File: src/rtl/gnr_node_multi.sv
// Gene-regulatory-network node state holder: N_LANES state copies with per-lane
// strobed commits, clock-divided slow lanes, settling detection and a change counter.
module gnr_node_multi #(
    parameter int unsigned        N_LANES       = 2,
    parameter int unsigned        WIDTH         = 1,
    parameter logic [N_LANES-1:0] SLOW_MASK     = N_LANES'(1),
    parameter int unsigned        PASS_DIV      = 2,
    parameter int unsigned        STABLE_THRESH = 4,
    parameter int unsigned        CNT_W         = 8
) (
    input  logic                       clk_i,
    input  logic                       rst_i,
    input  logic                       reset_nos_i,
    input  logic [WIDTH-1:0]           init_state_i,
    input  logic [N_LANES-1:0]         start_i,
    input  logic [N_LANES*WIDTH-1:0]   next_state_i,
    output logic [N_LANES*WIDTH-1:0]   state_o,
    output logic [N_LANES-1:0]         stable_o,
    output logic                       all_stable_o,
    output logic [CNT_W-1:0]           change_cnt_o
);

    localparam int unsigned DIV_W  = 4;
    localparam int unsigned STAB_W = 8;
    localparam int unsigned SUM_W  = CNT_W + 8;

    localparam logic [DIV_W-1:0]  DIV_MAX = DIV_W'(PASS_DIV - 1);
    localparam logic [STAB_W-1:0] THRESH  = STAB_W'(STABLE_THRESH);
    localparam logic [CNT_W-1:0]  CNT_MAX = '1;

    logic [N_LANES*WIDTH-1:0] state_q, state_d;
    logic [DIV_W-1:0]         div_q  [N_LANES];
    logic [DIV_W-1:0]         div_d  [N_LANES];
    logic [STAB_W-1:0]        stab_q [N_LANES];
    logic [STAB_W-1:0]        stab_d [N_LANES];
    logic [CNT_W-1:0]         cnt_q, cnt_d;
    logic [SUM_W-1:0]         sum_c;
    logic                     commit_c;

    // Next-state: reset_nos re-seeds everything; otherwise each strobed lane may commit
    always_comb begin
        state_d  = state_q;
        div_d    = div_q;
        stab_d   = stab_q;
        cnt_d    = cnt_q;
        sum_c    = SUM_W'(cnt_q);
        commit_c = 1'b0;
        if (reset_nos_i) begin
            state_d = {N_LANES{init_state_i}};
            cnt_d   = '0;
            for (int i = 0; i < int'(N_LANES); i++) begin
                div_d[i]  = DIV_MAX;
                stab_d[i] = '0;
            end
        end else begin
            for (int i = 0; i < int'(N_LANES); i++) begin
                commit_c = 1'b0;
                if (start_i[i]) begin
                    commit_c = !SLOW_MASK[i] || (div_q[i] == DIV_MAX);
                    if (SLOW_MASK[i]) begin
                        div_d[i] = commit_c ? '0 : div_q[i] + DIV_W'(1);
                    end
                end
                if (commit_c) begin
                    state_d[i*WIDTH +: WIDTH] = next_state_i[i*WIDTH +: WIDTH];
                    if (next_state_i[i*WIDTH +: WIDTH] != state_q[i*WIDTH +: WIDTH]) begin
                        stab_d[i] = '0;
                        sum_c     = sum_c + SUM_W'(1);
                    end else if (stab_q[i] < THRESH) begin
                        stab_d[i] = stab_q[i] + STAB_W'(1);
                    end
                end
            end
            cnt_d = (sum_c > SUM_W'(CNT_MAX)) ? CNT_MAX : CNT_W'(sum_c);
        end
    end

    always_ff @(posedge clk_i) begin
        if (rst_i) begin
            state_q <= '0;
            cnt_q   <= '0;
            for (int i = 0; i < int'(N_LANES); i++) begin
                div_q[i]  <= '0;
                stab_q[i] <= '0;
            end
        end else begin
            state_q <= state_d;
            cnt_q   <= cnt_d;
            div_q   <= div_d;
            stab_q  <= stab_d;
        end
    end

    for (genvar g = 0; g < int'(N_LANES); g++) begin : g_stable
        assign stable_o[g] = (stab_q[g] == THRESH);
    end

    assign state_o      = state_q;
    assign all_stable_o = &stable_o;
    assign change_cnt_o = cnt_q;

endmodule

File: config.mk
export PLATFORM = sky130hd
export DESIGN_NAME = gnr_node_multi
export DESIGN_NICKNAME = d
export VERILOG_FILES = /design/src/rtl/gnr_node_multi.sv
export SDC_FILE = /design/constraint.sdc
export NUM_CORES = 1
export LEC_CHECK = 0
export CAP_MARGIN = 20
export CELL_PAD_IN_SITES_DETAIL_PLACEMENT = 1
export CELL_PAD_IN_SITES_GLOBAL_PLACEMENT = 1
export CORE_MARGIN = 4
export CORE_UTILIZATION = 42
export DETAILED_ROUTE_END_ITERATION = 8
export DONT_BUFFER_PORTS = 1
export GPL_TIMING_DRIVEN = 0
export PLACE_DENSITY_LB_ADDON = 0.05
export SLEW_MARGIN = 10
export SYNTH_ARGS = -nofsm -noshare
export SYNTH_HDL_FRONTEND = slang
export SYNTH_SLANG_ARGS = --single-unit
File: constraint.sdc
create_clock -name clk_i -period 2.6 [get_ports clk_i]
set_clock_uncertainty 0.1 [all_clocks]
set_input_delay 0.65 -clock clk_i [delete_from_list [all_inputs] [get_ports clk_i]]
set_output_delay 0.65 -clock clk_i [all_outputs]
set_load 0.01 [all_outputs]
==> flow_summary.yaml <==
grt:
  grt_use_total_pct: 18.4
  gr-total-overflow: 0
  use_met2_pct: 28.6
  grt_pass1_wl_um: 7560
  gr-usage-met3_pct: 5.68
  grt_max_degree: 11
  grt_pass1_vias: 1520
  antenna_found_initial: 0
  busiest_layer: "met2"
  met1_usage_pct: 24.7
setup_path:
  path_class: "flop to output port"
  r2r_slack_ns: 0.11
  crit_path_end_kind: "output port"
  crit_path_start_kind: "flop"
  crit_chain: "or4_2 > nor3_4 > and2_1"
  crit_required_ns: 1.85
  crit_family: "simple AND/OR/NAND/NOR gates"
  critical_path.max_fanout: 4
  worstPathArrival_ns: 1.75
  slowest_delay_ns: 0.72
  worstReg2RegEnd: "change_cnt_o[6]$_SDFF_PP0_"
  worst_path_max_delay_cell: "or4_2"
  r2r-start: "div_q[5]$_SDFFE_PP0P_"
  critPathBufInv: 0
  reg2reg_depth: 10
detailed_routing:
  drc: 0
  wl_per_cell_um: 16.9
  drtIter0Drc: 91
  ant_nets: 0
  viasPerCell: 5.75
  vias: 1495
  dr.pass1.iters: 5
  drt-total-wl_um: 4400
cts:
  htreeDepth: 2
  clock_sinks: 30
  cts_buffer_depth: 2
  cts_root_buf: "clkbuf_8"
  insertion_delay_ns: 0.28
  cts-hold-fix-buffers: 0
  cts_buffers: 5
  cts_tree: "done"
  cts.clk_slew.worst_paths_ns: 0.07
sta:
  setup_viol: 0
  holdWs_ns: 0.328
  fmax_mhz: 400
  slew_viol_final: 0
  worst_pin_slew_ns: 0.494
  fin_crit_sh_pct: 96.0
  slew_headroom_pct: 66.8
  fin_crit_ns: 2.50
  finalHoldViolations: 0
synth:
  synth_top_area_share_pct: 35.0
  syn_area_per_cell_um2: 8.71
  ys_types: 46
  ys_seq_area_share_pct: 35.0
  ys_warn_count: 0
  syn_nets: 211
  synth_ff_type: "dfxtp_1"
  synth_area_leader_cell: "dfxtp_1"
  async_flop_share_pct: 0
  netlist_instances: 197
  synthTopCellsByArea: "dfxtp_1 35%, xnor2_1 5.1%, nor2_1 5.0%"
  syn_area_um2: 1720
  synth_edf_count: 0
  ys_seq_elements: 30
status:
  status: "finished clean"
hold_path:
  worstHoldStart: "rst_i"
  min_path_cells: 1
  hp-class: "input pin to flop"
  hold_path_end: "div_q[4]$_SDFFE_PP0P_"
placement:
  io_buffers: 0
  post-dp-hpwl_um: 3220
  post_dp_cell_area_um2: 1810
  finalWeightedCongestion: 0.738
cells_and_area:
  area_growth_pct: 19.2
  ff_latch_area_um2: 607
  layout_commonest_cell: "dfxtp_1"
  num_antenna_cells: 0
  final_nets: 225
  finalInstanceArea_um2: 2050
  fillCellCount: 451
  multi_input_area_um2: 1180
  drive_above_1_share_pct: 22.2
  layout_common_cells: "27 x dfxtp_1, 22 x nor2_1, 16 x a21oi_1"
floorplan:
  core_area_um2: 3800
  initial_utilization_pct: 45.2
  rows: 22
  io-pin-count: 21
  die_y_um: 71.9
  die_area_um2: 5170
  die-width_um: 71.9
power:
  cellLeakagePower_uw: 0.000751
  powerDensity_nw_per_um2: 473
  vdd_drop_max_uv: 224
flow_run:
  drv_cap: 0
repair_timing:
action                                  in CTS  in global routing
endpoints found under the setup margin       9                  9
gates cloned                                 0                  0
setup buffers                                2                  6
hold endpoints to repair                     0                  0
pin swaps                                    2                  3
gates resized for setup                      8                 11
report_power, final:
| group | switching (uW) | total (uW) | internal, uW |
|---|---|---|---|
| sequential | 12.7 | 479 | 466 |
| combinational | 53.2 | 89.7 | 36.5 |
| clock | 186 | 399 | 213 |
| total | 252 | 967 | 715 |
flip-flops by register name, summed over array words and instances, names as in the netlist:
register      cells
change_cnt_o      8
div_q             4
state_o           2
stab_q           16
stage by stage:
step	cells	total power, uW	util, %	setup slack, ns	TNS (ns)
floorplan	197	548	-	0.0217	0
global placement	245	562	47.6	-0.242	-1.58
detailed placement	245	566	47.6	-0.304	-2.07
CTS	255	973	51.3	0.00318	0
global route	260	1020	53.9	-0.0307	-0.0348
finish	260	967	53.9	0.103	0
metal layers:
| layer | wire length [um] | vias to the layer above |
|---|---|---|
| met2 | 2110 | 18 |
| met3 | 173 | 2 |
| met5 | 0 | - |
| li1 | - | 740 |
| met1 | 2090 | 735 |
| met4 | 24 | 0 |
cell usage after synthesis, types with 3 or more instances:
library cell	n
a21oi_1	16
a41oi_1	5
and3_1	6
clkbuf_1	4
dfxtp_1	30
ha_1	6
inv_1	8
mux2_2	3
mux2i_1	4
nand2_1	12
nand3_1	8
nand4_1	5
nor2_1	23
nor3_1	9
o21a_1	4
xnor2_1	10
xor2_1	7
kinds of logic after synthesis:
family                   share of synthesized area [%]
multiplexers                                      4.30
adder cells (fa/ha/maj)                           4.37
buffers and inverters                             2.62
flip-flops                                        35.0
XOR/XNOR                                          9.62
AND/OR/NAND/NOR                                   28.1
AO/OA/AOI/OAI                                     16.0
worst max path at each step:
stage               cells past startpoint                          to  slack [ns]                       start
floorplan                              10  change_cnt_o[4]$_SDFF_PP0_        0.02             next_state_i[0]
global placement                       10  change_cnt_o[6]$_SDFF_PP0_       -0.24             next_state_i[0]
detailed placement                     10  change_cnt_o[6]$_SDFF_PP0_       -0.30             next_state_i[0]
CTS                                     8  change_cnt_o[7]$_SDFF_PP0_       0.003  change_cnt_o[1]$_SDFF_PP0_
global route                           10  change_cnt_o[4]$_SDFF_PP0_       -0.03       div_q[5]$_SDFFE_PP0P_
finish                                  3                all_stable_o        0.10     stab_q[11]$_SDFFE_PP0P_
cell type report:
class | count | share of cell area [%]
inverters | 8 | 1.47
repair buffers | 8 | 2.93
plain buffers | 3 | 0.550
flip-flops and latches | 30 | 29.6
multi-input cells | 155 | 57.8
clock inverters | 2 | 0.611
well taps | 48 | 2.93
clock buffers | 6 | 4.03
(Power assumes the default switching activity.)
